<file path="config.mk">
export PLATFORM = sky130hd
export DESIGN_NAME = branch_pc_unit_flat
export DESIGN_NICKNAME = d
export VERILOG_FILES = /design/src/rtl/branch_pc_unit_if.sv /design/src/rtl/branch_pc_unit.sv /design/src/flat_wrapper.sv
export SDC_FILE = /design/constraint.sdc
export NUM_CORES = 1
export LEC_CHECK = 0
export BUFFER_PORTS_ARGS = -buffer_cell sky130_fd_sc_hd__buf_2
export CELL_PAD_IN_SITES_DETAIL_PLACEMENT = 1
export CELL_PAD_IN_SITES_GLOBAL_PLACEMENT = 1
export CORE_MARGIN = 8
export CORE_UTILIZATION = 36
export DETAILED_ROUTE_END_ITERATION = 6
export GPL_ROUTABILITY_DRIVEN = 1
export PLACE_DENSITY = 0.87
export RECOVER_POWER = 50
export SKIP_CTS_REPAIR_TIMING = 1
export SLEW_MARGIN = 20
export SYNTH_ARGS = -nofsm -noshare
export SYNTH_HDL_FRONTEND = slang
export SYNTH_SLANG_ARGS = --single-unit
</file>
<file path="constraint.sdc">
create_clock -name clk -period 4.1 [get_ports clk]
set_clock_uncertainty 0.15 [all_clocks]
set_input_delay 0.82 -clock clk [delete_from_list [all_inputs] [get_ports clk]]
set_output_delay 0.82 -clock clk [all_outputs]
set_load 0.02 [all_outputs]
</file>
<file path="src/rtl/branch_pc_unit_if.sv">
`default_nettype none
// ============================================================================
// Module      : branch_pc_unit_if
// Description : Decode/ALU inputs and PC-stage outputs of branch_pc_unit.
// Revision    : 1.0 - initial release
// ============================================================================
interface branch_pc_unit_if;
    logic        stall;
    logic        instr_valid;
    logic        is_branch;
    logic        is_jump;
    logic        is_jump_reg;
    logic        alu_zero;
    logic [15:0] imm16;
    logic [25:0] target26;
    logic [31:0] reg_target;
    logic [31:0] pc;
    logic [31:0] link_addr;
    logic        in_delay_slot;
    logic        active;

    modport master (
        output stall, instr_valid, is_branch, is_jump, is_jump_reg,
               alu_zero, imm16, target26, reg_target,
        input  pc, link_addr, in_delay_slot, active
    );

    modport slave (
        input  stall, instr_valid, is_branch, is_jump, is_jump_reg,
               alu_zero, imm16, target26, reg_target,
        output pc, link_addr, in_delay_slot, active
    );
endinterface
`default_nettype wire

</file>
<file path="src/rtl/branch_pc_unit.sv">
`default_nettype none
// ============================================================================
// Module      : branch_pc_unit
// Description : Architectural PC with MIPS branch delay slot and JR-to-0 halt.
// Revision    : 1.0 - initial release
// ============================================================================
module branch_pc_unit #(
    parameter logic [31:0] RESET_VECTOR = 32'hBFC00000,
    parameter logic [31:0] HALT_ADDR    = 32'h00000000
) (
    input  wire logic       clk,
    input  wire logic       reset,
    branch_pc_unit_if.slave bus
);

    typedef enum logic [1:0] {
        ST_SEQ        = 2'd0,
        ST_DELAY      = 2'd1,
        ST_HALT_DELAY = 2'd2,
        ST_HALTED     = 2'd3
    } state_e;

    state_e      state_q, state_d;
    logic [31:0] pc_q, pc_d;
    logic [31:0] target_q, target_d;
    logic        active_q, active_d;

    logic        w_adv;
    logic        w_redir;
    logic        w_halt_req;
    logic [31:0] w_pc_plus4;
    logic [31:0] w_br_target;
    logic [31:0] w_j_target;
    logic [31:0] w_target;

    assign w_adv       = bus.instr_valid & ~bus.stall & active_q;
    assign w_pc_plus4  = pc_q + 32'd4;
    assign w_br_target = w_pc_plus4 + {{14{bus.imm16[15]}}, bus.imm16, 2'b00};
    assign w_j_target  = {w_pc_plus4[31:28], bus.target26, 2'b00};
    assign w_redir     = bus.is_jump | bus.is_jump_reg | (bus.is_branch & bus.alu_zero);
    assign w_halt_req  = bus.is_jump_reg & (bus.reg_target == HALT_ADDR);

    // Jump-register outranks jump, which outranks a conditional branch.
    always_comb begin
        w_target = w_br_target;
        if (bus.is_jump_reg) begin
            w_target = bus.reg_target;
        end else if (bus.is_jump) begin
            w_target = w_j_target;
        end
    end

    always_ff @(posedge clk or posedge reset) begin
        if (reset) begin
            state_q  <= ST_SEQ;
            pc_q     <= RESET_VECTOR;
            target_q <= 32'd0;
            active_q <= 1'b1;
        end else begin
            state_q  <= state_d;
            pc_q     <= pc_d;
            target_q <= target_d;
            active_q <= active_d;
        end
    end

    // Redirects seen while already in a delay slot are dropped: first target wins.
    always_comb begin
        state_d  = state_q;
        pc_d     = pc_q;
        target_d = target_q;
        active_d = active_q;
        case (state_q)
            ST_SEQ: begin
                if (w_adv) begin
                    pc_d = w_pc_plus4;
                    if (w_redir) begin
                        target_d = w_target;
                        state_d  = w_halt_req ? ST_HALT_DELAY : ST_DELAY;
                    end
                end
            end
            ST_DELAY: begin
                if (w_adv) begin
                    pc_d    = target_q;
                    state_d = ST_SEQ;
                end
            end
            ST_HALT_DELAY: begin
                if (w_adv) begin
                    pc_d     = HALT_ADDR;
                    active_d = 1'b0;
                    state_d  = ST_HALTED;
                end
            end
            ST_HALTED: begin
                state_d = ST_HALTED;
            end
            default: begin
                state_d = ST_SEQ;
            end
        endcase
    end

    assign bus.pc            = pc_q;
    assign bus.link_addr     = pc_q + 32'd8;
    assign bus.in_delay_slot = (state_q == ST_DELAY) | (state_q == ST_HALT_DELAY);
    assign bus.active        = active_q;

endmodule
`default_nettype wire

</file>
<file path="src/flat_wrapper.sv">
// flat-port wrapper written by rule: the top's interface ports become plain ports
module branch_pc_unit_flat 
#(
    parameter logic [31:0] RESET_VECTOR = 32'hBFC00000,
    parameter logic [31:0] HALT_ADDR    = 32'h00000000
)
  (clk, reset, bus_stall, bus_instr_valid, bus_is_branch, bus_is_jump, bus_is_jump_reg, bus_alu_zero, bus_imm16, bus_target26, bus_reg_target, bus_pc, bus_link_addr, bus_in_delay_slot, bus_active);
  branch_pc_unit_if bus_i ();
  input  wire logic clk;
  input  wire logic reset;
  input wire logic [$bits(bus_i.stall)-1:0] bus_stall;
  input wire logic [$bits(bus_i.instr_valid)-1:0] bus_instr_valid;
  input wire logic [$bits(bus_i.is_branch)-1:0] bus_is_branch;
  input wire logic [$bits(bus_i.is_jump)-1:0] bus_is_jump;
  input wire logic [$bits(bus_i.is_jump_reg)-1:0] bus_is_jump_reg;
  input wire logic [$bits(bus_i.alu_zero)-1:0] bus_alu_zero;
  input wire logic [$bits(bus_i.imm16)-1:0] bus_imm16;
  input wire logic [$bits(bus_i.target26)-1:0] bus_target26;
  input wire logic [$bits(bus_i.reg_target)-1:0] bus_reg_target;
  output wire logic [$bits(bus_i.pc)-1:0] bus_pc;
  output wire logic [$bits(bus_i.link_addr)-1:0] bus_link_addr;
  output wire logic [$bits(bus_i.in_delay_slot)-1:0] bus_in_delay_slot;
  output wire logic [$bits(bus_i.active)-1:0] bus_active;
  assign bus_i.stall = bus_stall;
  assign bus_i.instr_valid = bus_instr_valid;
  assign bus_i.is_branch = bus_is_branch;
  assign bus_i.is_jump = bus_is_jump;
  assign bus_i.is_jump_reg = bus_is_jump_reg;
  assign bus_i.alu_zero = bus_alu_zero;
  assign bus_i.imm16 = bus_imm16;
  assign bus_i.target26 = bus_target26;
  assign bus_i.reg_target = bus_reg_target;
  assign bus_pc = bus_i.pc;
  assign bus_link_addr = bus_i.link_addr;
  assign bus_in_delay_slot = bus_i.in_delay_slot;
  assign bus_active = bus_i.active;
  branch_pc_unit #(.RESET_VECTOR(RESET_VECTOR), .HALT_ADDR(HALT_ADDR)) u_core (.clk(clk), .reset(reset), .bus(bus_i));
endmodule
</file>
==> flow_summary.toml <==
[placement]
gp_congestion = 0.907
io_buffers = 147
dp.cells = 1133
dp_slack_ns = -0.0163
dpl.hpwl_mm = 18.9

[power_and_ir_drop]
power.density_nw_per_um2 = 224
p_leak_nw = 3.55
vdd_ir_drop_max_uv = 210

[drt]
drc_errors = 0
dr.pass1.iters = 5
vias_per_cell = 5.90
routed_wirelength_mm = 25.4
vias = 6818
postRouteAntennaNets = 0
post_drt_wl_per_cell_um = 22.0
drt_iter0_drc = 643

[yosys]
synth_edf_count = 0
async_flop_share_pct = 100
synth_top_area_share_pct = 23.7
synth_fp_nets = 907
ys_seq_area_share_pct = 28.1
ys_seq_elements = 67
synth_area_per_cell_um2 = 7.67
ys.flop_type = "dfrtp_1"
synthCells = 783
yosysTopAreaCell = "dfrtp_1"
synth_common_cells = "114 x nand2_1, 75 x nor2_1, 66 x o21ai_0"
ys_top_cells_by_area = "dfrtp_1 24%, ha_1 8.5%, xnor2_1 7.4%"
synth_area_um2 = 6010
synth_most_common_cell = "nand2_1"
synth_cell_types = 64
synth-warning-count = 0

[die]
fp.dieW_um = 145
rows = 47
dieArea_um2 = 21100
start_util_pct = 36.5
pin_count = 148
die_h_um = 145
fp.coreArea_um2 = 16500

[clock_tree]
clk_pin_slew_ns = 0.06
htree_levels = 3
clk_latency_ns = 0.35
tritoncts = "built"
cts.path.max_buffers = 2
cts_buffers = 9
cts_root_buf = "clkbuf_16"
clock_sinks = 67

[worst_setup_path]
crit-reg2reg-launch = "u_core.bus.pc[3]$_DFFE_PP0P_"
crit_type = "register to register"
r2r_cells = 17
path_max_fanout = 5
cp-start-kind = "register"
crit_start = "u_core.bus.pc[3]$_DFFE_PP0P_"
endpoint_kind = "register"
crit_arrival_ns = 4.15
crit_required_ns = 4.18
r2r_setup_slack_ns = 0.03

[global_route]
grt.met3_usage_pct = 4.35
grt_max_degree = 52
grt_busiest_layer = "met2"
overflow = 0
use_met1_pct = 29.5
first_global_vias = 7049
use_met2_pct = 37.4
antenna_found_initial = 0
grt_pass1_wl_mm = 39.0
grt_use_total_pct = 22.9

[cells_and_area]
fin_util_pct = 45.9
stdcell_count = 1155
fill_cells = 2058
antenna_cells = 0
syn2layout_area_growth_pct = 25.8
regArea_um2 = 1690
drive_gt1_share_pct = 28.1
multiInputGateArea_um2 = 4190
fin_nets = 1054

[timing]
layout_setup_ws_ns = 0.0307
setup_tns_ns = 0
tightest_slew_ns = 2.21
fin_crit_ns = 4.07
fin_crit_sh_pct = 99.3
finalHoldViolCount = 0
rsz0062_at_grt = "true"
final_max_slew_viol_count = 47
timing.fmax_mhz = 246
max_slew_margin_pct = -47.9
setup_viol = 0

[run_status]
violations = "max-capacitance violations, max-slew violations"
status = "complete, but fails checks"

[min_path]
hold_class = "register to register"
whs_path_depth = 2
hold_start = "u_core.bus.active$_DFFE_PP1P_"

[flow_run]
drv_cap = 1
==> flip-flops by register name, summed over array words and instances, names as in the netlist <==
name	count
u_core.target_q	32
u_core.state_q	2
u_core.bus.pc	32
u_core.bus.active	1
==> per-layer routing <==
layer | vias to the layer above | wire [um]
li1 | 3061 | -
met1 | 3375 | 10900
met2 | 334 | 11900
met3 | 48 | 2010
met4 | 0 | 628
met5 | - | 0
==> kinds of logic (layout without fill, tap and decap cells) <==
family / Yosys count / after routing / synth area share, %
simple gates: 297 / 297 / 22.6
xor+xnor: 80 / 80 / 11.7
buf+inv: 72 / 224 / 5.10
fa+ha+maj: 42 / 42 / 8.87
mux: 5 / 5 / 0.833
flops: 67 / 67 / 28.1
compound gates: 220 / 220 / 22.8
==> critical path, stage by stage (launching register included) <==
cell     delay, ns
dfrtp_1       0.43
ha_2          0.22
nand3_2       0.12
nor3_4        0.28
nand4_1       0.23
nor2_1        0.20
xor2_1        0.30
ha_1          0.27
nand2_1       0.09
o21ai_2       0.17
a22oi_2       0.12
a21oi_2       0.28
nor3_4        0.08
a21oi_2       0.18
a31oi_1       0.12
xor2_1        0.16
or3_1         0.32
a31o_1        0.22
==> area by class of cell <==
type                            instances  area share (%)
Multi-Input combinational cell        644            55.5
Sequential cell                        67            22.4
Timing Repair Buffer                  186            13.5
Tap cell                              220            3.64
Clock buffer                            9            2.98
Inverter                               22            1.11
Clock inverter                          7           0.911
==> path summary, 6_finish.rpt <==
path | end
setup reg to reg | u_core.target_q[31]$_DFFE_PP0P_
hold reg to reg | u_core.bus.active$_DFFE_PP1P_
hold / removal | u_core.bus.active$_DFFE_PP1P_
min in group asynchronous | u_core.bus.pc[30]$_DFFE_PP0P_
setup / recovery | u_core.target_q[31]$_DFFE_PP0P_
max in group asynchronous | u_core.bus.pc[1]$_DFFE_PP0P_
==> stage by stage <==
step	power, mW	hold WS (ns)	area (um^2)
3_5_place_dp	0.895	0.297	7050
5_1_grt	1.73	0.330	7560
3_3_place_gp	0.889	0.284	7050
4_1_cts	1.68	0.306	7340
6_report	1.69	0.306	7560
2_1_floorplan	0.798	0.291	6010
==> power breakdown <==
group,switching [mW],internal (mW)
clock network,0.325,0.468
logic,0.145,0.0914
registers,0,0.662
==> cell usage in the layout, fill, tap and decap left out, types with 7 or more instances in the layout <==
cell type,n
nor3_1,14
o21ai_0,61
a211oi_1,7
nand4_1,10
xor2_1,28
nand2_1,112
o21bai_1,7
xnor2_1,45
nor2_1,72
a21o_1,14
nand3_1,34
dfstp_2,10
clkbuf_16,9
buf_2,142
a21oi_1,48
inv_1,21
o211ai_1,8
ha_2,7
and3_1,12
ha_1,33
a31oi_1,23
buf_4,38
nor4_1,7
dfrtp_1,54
o21ai_1,7
(Power assumes the default switching activity.)
